`src/rtl/glitch_pkg.sv`:
```
// Shared types for the glitch result reader: FSM states, default header bytes,
// the FIFO entry layout and a saturating increment helper.
package glitch_pkg;

  typedef enum logic [1:0] {
    IDLE,
    HDR,
    DATA
  } state_t;

  localparam logic [7:0] HDR_OK_DEF    = 8'hA5;
  localparam logic [7:0] HDR_FAULT_DEF = 8'hE5;

  typedef struct packed {
    logic       fault;
    logic [7:0] data;
  } entry_t;

  function automatic logic [7:0] sat_inc(input logic [7:0] v);
    return (v == 8'hFF) ? v : v + 8'd1;
  endfunction

endpackage

```
`src/rtl/result_reader_if.sv`:
```
// Result capture and transmit-side bundle of the result reader; the reader
// takes the slave view, the producer/transmitter side takes the master view.
interface result_reader_if;

  logic [7:0] finout;
  logic       DV_3;
  logic [7:0] expected;
  logic [7:0] tx_data;
  logic       tx_valid;
  logic       tx_ready;
  logic [7:0] fault_cnt;
  logic       overflow;
  logic       busy;

  modport slave (
    input  finout, DV_3, expected, tx_ready,
    output tx_data, tx_valid, fault_cnt, overflow, busy
  );

  modport master (
    output finout, DV_3, expected, tx_ready,
    input  tx_data, tx_valid, fault_cnt, overflow, busy
  );

endinterface

```
`src/rtl/result_fifo.sv`:
```
// Small power-of-two result FIFO with a combinational head-fault peek and a
// registered read port that loads the popped entry's data byte.
module result_fifo
  import glitch_pkg::*;
#(
  parameter  int DEPTH = 4,
  localparam int AW    = $clog2(DEPTH)
) (
  input  logic        glitched_clk,
  input  logic        rst,
  input  logic        i_push,
  input  entry_t      i_din,
  input  logic        i_pop,
  output logic        o_head_fault,
  output logic [7:0]  o_q_data,
  output logic        o_full,
  output logic        o_empty,
  output logic [AW:0] o_count
);

  entry_t          r_mem [DEPTH];
  logic [AW-1:0]   r_wr_ptr;
  logic [AW-1:0]   r_rd_ptr;
  logic [AW:0]     r_count;
  logic [7:0]      r_q_data;
  logic            w_push_ok;
  logic            w_pop_ok;

  assign o_full       = (r_count == (AW+1)'(DEPTH));
  assign o_empty      = (r_count == '0);
  assign w_pop_ok     = i_pop && !o_empty;
  // A full FIFO still takes a push when the same edge frees a slot.
  assign w_push_ok    = i_push && (!o_full || w_pop_ok);
  assign o_head_fault = r_mem[r_rd_ptr].fault;
  assign o_q_data     = r_q_data;
  assign o_count      = r_count;

  // NOTE: the storage array is deliberately left without reset; pointers and
  // count alone define which entries are valid, so it maps onto plain RAM.
  always_ff @(posedge glitched_clk) begin
    if (w_push_ok) r_mem[r_wr_ptr] <= i_din;
  end

  always_ff @(posedge glitched_clk) begin
    if (!rst) begin
      r_wr_ptr <= '0;
      r_rd_ptr <= '0;
      r_count  <= '0;
      r_q_data <= '0;
    end else begin
      if (w_push_ok) r_wr_ptr <= r_wr_ptr + AW'(1);
      if (w_pop_ok) begin
        r_rd_ptr <= r_rd_ptr + AW'(1);
        r_q_data <= r_mem[r_rd_ptr].data;
      end
      case ({w_push_ok, w_pop_ok})
        2'b10:   r_count <= r_count + (AW+1)'(1);
        2'b01:   r_count <= r_count - (AW+1)'(1);
        default: r_count <= r_count;
      endcase
    end
  end

endmodule

```
`src/rtl/result_reader.sv`:
```
// Captures pipeline results, flags mismatches against the golden byte and
// streams each one out as a header byte followed by the result byte.
module result_reader
  import glitch_pkg::*;
#(
  parameter int         DEPTH     = 4,
  parameter logic [7:0] HDR_OK    = HDR_OK_DEF,
  parameter logic [7:0] HDR_FAULT = HDR_FAULT_DEF
) (
  input  logic            glitched_clk,
  input  logic            rst,
  result_reader_if.slave  bus
);

  localparam int AW = $clog2(DEPTH);

  state_t      r_state;
  logic [7:0]  r_tx_data;
  logic        r_tx_valid;
  logic [7:0]  r_fault_cnt;
  logic        r_overflow;

  logic        w_fault;
  logic        w_pop;
  logic        w_full;
  logic        w_empty;
  logic        w_head_fault;
  logic [7:0]  w_q_data;
  logic [AW:0] w_count;
  entry_t      w_din;

  assign w_fault = (bus.finout != bus.expected);
  assign w_din   = '{fault: w_fault, data: bus.finout};
  // Pop when leaving IDLE or when a DATA byte is accepted, so the next header
  // is launched on the same edge with no bubble.
  assign w_pop   = !w_empty &&
                   ((r_state == IDLE) || ((r_state == DATA) && bus.tx_ready));

  result_fifo #(.DEPTH(DEPTH)) u_fifo (
    .glitched_clk (glitched_clk),
    .rst          (rst),
    .i_push       (bus.DV_3),
    .i_din        (w_din),
    .i_pop        (w_pop),
    .o_head_fault (w_head_fault),
    .o_q_data     (w_q_data),
    .o_full       (w_full),
    .o_empty      (w_empty),
    .o_count      (w_count)
  );

  function automatic logic [7:0] hdr_byte(input logic fault);
    return fault ? HDR_FAULT : HDR_OK;
  endfunction

  always_ff @(posedge glitched_clk) begin
    if (!rst) begin
      r_state     <= IDLE;
      r_tx_data   <= 8'h00;
      r_tx_valid  <= 1'b0;
      r_fault_cnt <= 8'h00;
      r_overflow  <= 1'b0;
    end else begin
      if (bus.DV_3 && w_fault) r_fault_cnt <= sat_inc(r_fault_cnt);
      if (bus.DV_3 && w_full && !w_pop) r_overflow <= 1'b1;

      case (r_state)
        IDLE: begin
          if (!w_empty) begin
            r_state    <= HDR;
            r_tx_valid <= 1'b1;
            r_tx_data  <= hdr_byte(w_head_fault);
          end
        end
        HDR: begin
          if (bus.tx_ready) begin
            r_state   <= DATA;
            r_tx_data <= w_q_data;
          end
        end
        DATA: begin
          if (bus.tx_ready) begin
            if (!w_empty) begin
              r_state   <= HDR;
              r_tx_data <= hdr_byte(w_head_fault);
            end else begin
              r_state    <= IDLE;
              r_tx_valid <= 1'b0;
            end
          end
        end
        default: begin
          r_state    <= IDLE;
          r_tx_valid <= 1'b0;
        end
      endcase
    end
  end

  assign bus.tx_data   = r_tx_data;
  assign bus.tx_valid  = r_tx_valid;
  assign bus.fault_cnt = r_fault_cnt;
  assign bus.overflow  = r_overflow;
  assign bus.busy      = (r_state != IDLE) || (w_count != '0);

endmodule

```
`src/flat_wrapper.sv`:
```
// flat-port wrapper written by rule: the top's interface ports become plain ports
module result_reader_flat import glitch_pkg::*;
#(
  parameter int         DEPTH     = 4,
  parameter logic [7:0] HDR_OK    = HDR_OK_DEF,
  parameter logic [7:0] HDR_FAULT = HDR_FAULT_DEF
)
  (glitched_clk, rst, bus_finout, bus_DV_3, bus_expected, bus_tx_ready, bus_tx_data, bus_tx_valid, bus_fault_cnt, bus_overflow, bus_busy);
  result_reader_if bus_i ();
  input  logic glitched_clk;
  input  logic rst;
  input wire logic [$bits(bus_i.finout)-1:0] bus_finout;
  input wire logic [$bits(bus_i.DV_3)-1:0] bus_DV_3;
  input wire logic [$bits(bus_i.expected)-1:0] bus_expected;
  input wire logic [$bits(bus_i.tx_ready)-1:0] bus_tx_ready;
  output wire logic [$bits(bus_i.tx_data)-1:0] bus_tx_data;
  output wire logic [$bits(bus_i.tx_valid)-1:0] bus_tx_valid;
  output wire logic [$bits(bus_i.fault_cnt)-1:0] bus_fault_cnt;
  output wire logic [$bits(bus_i.overflow)-1:0] bus_overflow;
  output wire logic [$bits(bus_i.busy)-1:0] bus_busy;
  assign bus_i.finout = bus_finout;
  assign bus_i.DV_3 = bus_DV_3;
  assign bus_i.expected = bus_expected;
  assign bus_i.tx_ready = bus_tx_ready;
  assign bus_tx_data = bus_i.tx_data;
  assign bus_tx_valid = bus_i.tx_valid;
  assign bus_fault_cnt = bus_i.fault_cnt;
  assign bus_overflow = bus_i.overflow;
  assign bus_busy = bus_i.busy;
  result_reader #(.DEPTH(DEPTH), .HDR_OK(HDR_OK), .HDR_FAULT(HDR_FAULT)) u_core (.glitched_clk(glitched_clk), .rst(rst), .bus(bus_i));
endmodule
```
`config.mk`:
```
export PLATFORM = sky130hd
export DESIGN_NAME = result_reader_flat
export DESIGN_NICKNAME = d
export VERILOG_FILES = /design/src/rtl/glitch_pkg.sv /design/src/rtl/result_reader_if.sv /design/src/rtl/result_fifo.sv /design/src/rtl/result_reader.sv /design/src/flat_wrapper.sv
export SDC_FILE = /design/constraint.sdc
export NUM_CORES = 1
export LEC_CHECK = 0
export ABC_AREA = 1
export CAP_MARGIN = 20
export CORE_ASPECT_RATIO = 1.5
export CORE_MARGIN = 2
export CORE_UTILIZATION = 26
export CTS_CLUSTER_SIZE = 30
export DETAILED_ROUTE_END_ITERATION = 6
export PLACE_DENSITY_LB_ADDON = 0.08
export RECOVER_POWER = 25
export SYNTH_ARGS = -nofsm -noshare
export SYNTH_HDL_FRONTEND = slang
export SYNTH_SLANG_ARGS = --single-unit
```
`constraint.sdc`:
```
create_clock -name glitched_clk -period 2.7 [get_ports glitched_clk]
set_input_delay 0.54 -clock glitched_clk [delete_from_list [all_inputs] [get_ports glitched_clk]]
set_output_delay 0.54 -clock glitched_clk [all_outputs]
set_load 0.1 [all_outputs]
```
==> impl_metrics.ini <==
[status]
status = finished clean

[clocking]
cts_resized = 0
cts_tree = yes
cts_buffer_depth = 2
path_clk_slew_ns = 0.06
insertion_delay_ns = 0.32
cts_setup_buffers = 0
cts-root-buf = clkbuf_16
cts_max_level = 3
hold_buffers = 0
cts_sinks = 73
cts_buffers = 9

[setup_path]
path_class = primary input to flip-flop
cp.arrival_ns = 2.34
worstSetupStartpointType = primary input
worst_setup_path_end_kind = flip-flop
cp.required_ns = 2.92
cp_cell_sequence = clkdlybuf4s50_1, inv_2, a21oi_2, nand2_4, inv_8, nand2_4, fa_1, inv_1, nand4_1, a21oi_1, nor2_1
crit_path_frequent_cell = nand2_4
crit_buf_inv = 4
cp_max_fo = 10
slowest_stage = clkdlybuf4s50_1
cp_slowest_stage_delay_ns = 0.53
cpLargestDelayFamily = buffers and inverters

[yosys]
netlist_instances = 354
ys_seq_area_share_pct = 56.04
synth_largest_area_cell = edfxtp_1
synth_area_leaders = edfxtp_1 33%, dfxtp_1 23%, nor2_1 6.8%
synth.avg_cell_area_sq_um = 9.183
ys_ff_latch = 73
synth_edf_count = 36
yosysWarnings = 0
synthFlopType = dfxtp_1
ys_types = 36
synth_top_area_share_pct = 33.26
synth_common_cells = 59 x nor2_1, 46 x nand2_1, 42 x inv_1
async_flop_share_pct = 0
syn_nets = 380
yosysMostFrequentCell = nor2_1
syn_area_sq_mm = 0.003251

[floorplanning]
initial_core_util_pct = 26.38
die_w_um = 95.30
fp.dieH_um = 140.9
dieArea_sq_mm = 0.01343
row_count = 50
io_pins = 39
core_sq_mm = 0.01232

[finish]
fillCellCount = 1264
syn_to_final_growth_pct = 24.75
nNetsFinal = 428
multi_input_area_sq_mm = 0.001182
seq_area_sq_mm = 0.001822
fin_cells = 563
antenna_cells = 0
drive_gt1_share_pct = 14.50
fin_util_pct = 32.90

[timing]
period_minus_slack_ns = 2.115
clock-skew-final_ns = 0.003887
worstMarginPinSlew_ns = 0.4727
drv_slew = 0
worst_hold_slack_ns = 0.4784
fmax_mhz = 472.7
setup_tns_ns = 0
finalSetupViolCount = 0
final_hold_viol_count = 0
relSlewSlack_pct = 68.45
fin_crit_sh_pct = 78.35
rsz0062_at_grt = false

[power_and_ir_drop]
power_mw = 4.308
p_leak_nw = 1.654
vdd_drop_max_uv = 394.2
powerDensity_mw_per_mm2 = 1062

[min_path]
hp-class = flip-flop to flip-flop

[routing]
viasPerCell = 4.231
detail-route-antenna-nets = 0
routed_wl_mm = 6.952
vias = 2382
routedWlPerCell_um = 12.35
drtIter0Drc = 93
drcViolationCount = 0
dr.pass1.iters = 4

[global_route]
antenna_found_initial = 0
grt_max_degree = 19
grt_overflow = 0
grt_pass1_vias = 2399
grt_pass1_wl_mm = 11.50
grt_usage_pct = 11.19

[placement]
routabilityCongestion = 0.7033
dp.cells = 547
port_buffers = 38
dp_hpwl_mm = 5.122

[job]
drv_cap = 0
-- where the power goes --
group | internal [mW] | total [mW] | switching [mW]
clock network | 0.704 | 1.13 | 0.423
logic | 0.464 | 1.68 | 1.21
registers | 1.38 | 1.50 | 0.120
total | 2.55 | 4.31 | 1.76
-- cell families (layout without fill, tap and decap cells) --
logic type,count (synthesis),after routing,share of synthesized area (%)
AND/OR/NAND/NOR,143,143,20.17
flip-flops,73,73,56.04
AO/OA/AOI/OAI,69,69,11.78
buffers and inverters,56,109,7.582
XOR/XNOR,7,7,1.886
adder cells (fa/ha/maj),6,6,2.540
-- worst register-to-register path: stages, from the launching register on --
cell	delay (ns)
dfxtp_1	0.37
a21oi_2	0.20
nand2_4	0.14
inv_8	0.08
nand2_4	0.05
fa_1	0.39
inv_1	0.07
nand4_1	0.11
a21oi_1	0.15
nor2_1	0.05
-- sequential cells by signal, indices dropped and copies added, names as in the netlist, named ones only --
| register | cells |
|---|---|
| u_core.bus.fault_cnt | 8 |
| u_core.bus.overflow | 1 |
| u_core.bus.tx_data | 8 |
| u_core.bus.tx_valid | 1 |
| u_core.r_state | 2 |
| u_core.u_fifo.o_count | 3 |
| u_core.u_fifo.o_q_data | 8 |
| u_core.u_fifo.r_mem | 36 |
| u_core.u_fifo.r_rd_ptr | 2 |
| u_core.u_fifo.r_wr_ptr | 2 |
-- layer usage --
| layer | share of wire (%) | vias up | GRT usage [%] | wire [um] |
|---|---|---|---|---|
| li1 | - | 1269 | - | - |
| met3 | 3.3 | 11 | 2.405 | 232 |
| met4 | 2.1 | 0 | 5.492 | 144 |
| met2 | 48 | 43 | 18.46 | 3371 |
| met1 | 46 | 1059 | 13.60 | 3203 |
| met5 | 0 | - | 0 | 0 |
-- final cells by class --
| type | instances | share of cell area, % |
|---|---|---|
| timing repair buffer | 46 | 9.688 |
| inverter | 47 | 4.536 |
| sequential | 73 | 44.92 |
| multi-input combinational | 225 | 29.16 |
| tap | 156 | 4.813 |
| clock buffer | 11 | 5.739 |
| clock inverter | 5 | 1.142 |
-- path summary, 6_finish.rpt --
check | from | end | slack (ns) | cells after the start
max | bus_tx_ready | u_core.u_fifo.o_count[2] | 0.58 | 11
min | u_core.bus.overflow | u_core.bus.overflow | 0.48 | 2
max reg2reg | u_core.r_state[1] | u_core.u_fifo.o_count[2] | 0.97 | 9
min reg2reg | u_core.bus.overflow | u_core.bus.overflow | 0.48 | 2
-- placed cells by master (no fill, tap or decap), types with 6 or more instances in the layout --
master and n:
nor2_1 59, nand2_1 46, inv_1 42, dfxtp_1 37, edfxtp_1 36, o21ai_0 32, buf_4 27, a21oi_1 18
nand3_1 17, clkdlybuf4s50_1 11, clkbuf_16 9, a31oi_1 8, dlygate4sd3_1 8, o211ai_1 6
-- stage by stage --
step / instance area [sq um] / setup slack, ns
6_report: 4055 / 0.5846
5_1_grt: 4055 / 0.4563
4_1_cts: 4055 / 0.5830
3_5_place_dp: 3776 / 0.2398
3_3_place_gp: 3776 / 0.2843
2_1_floorplan: 3251 / 0.6931
Note: power is estimated with default switching activity, not from simulation.
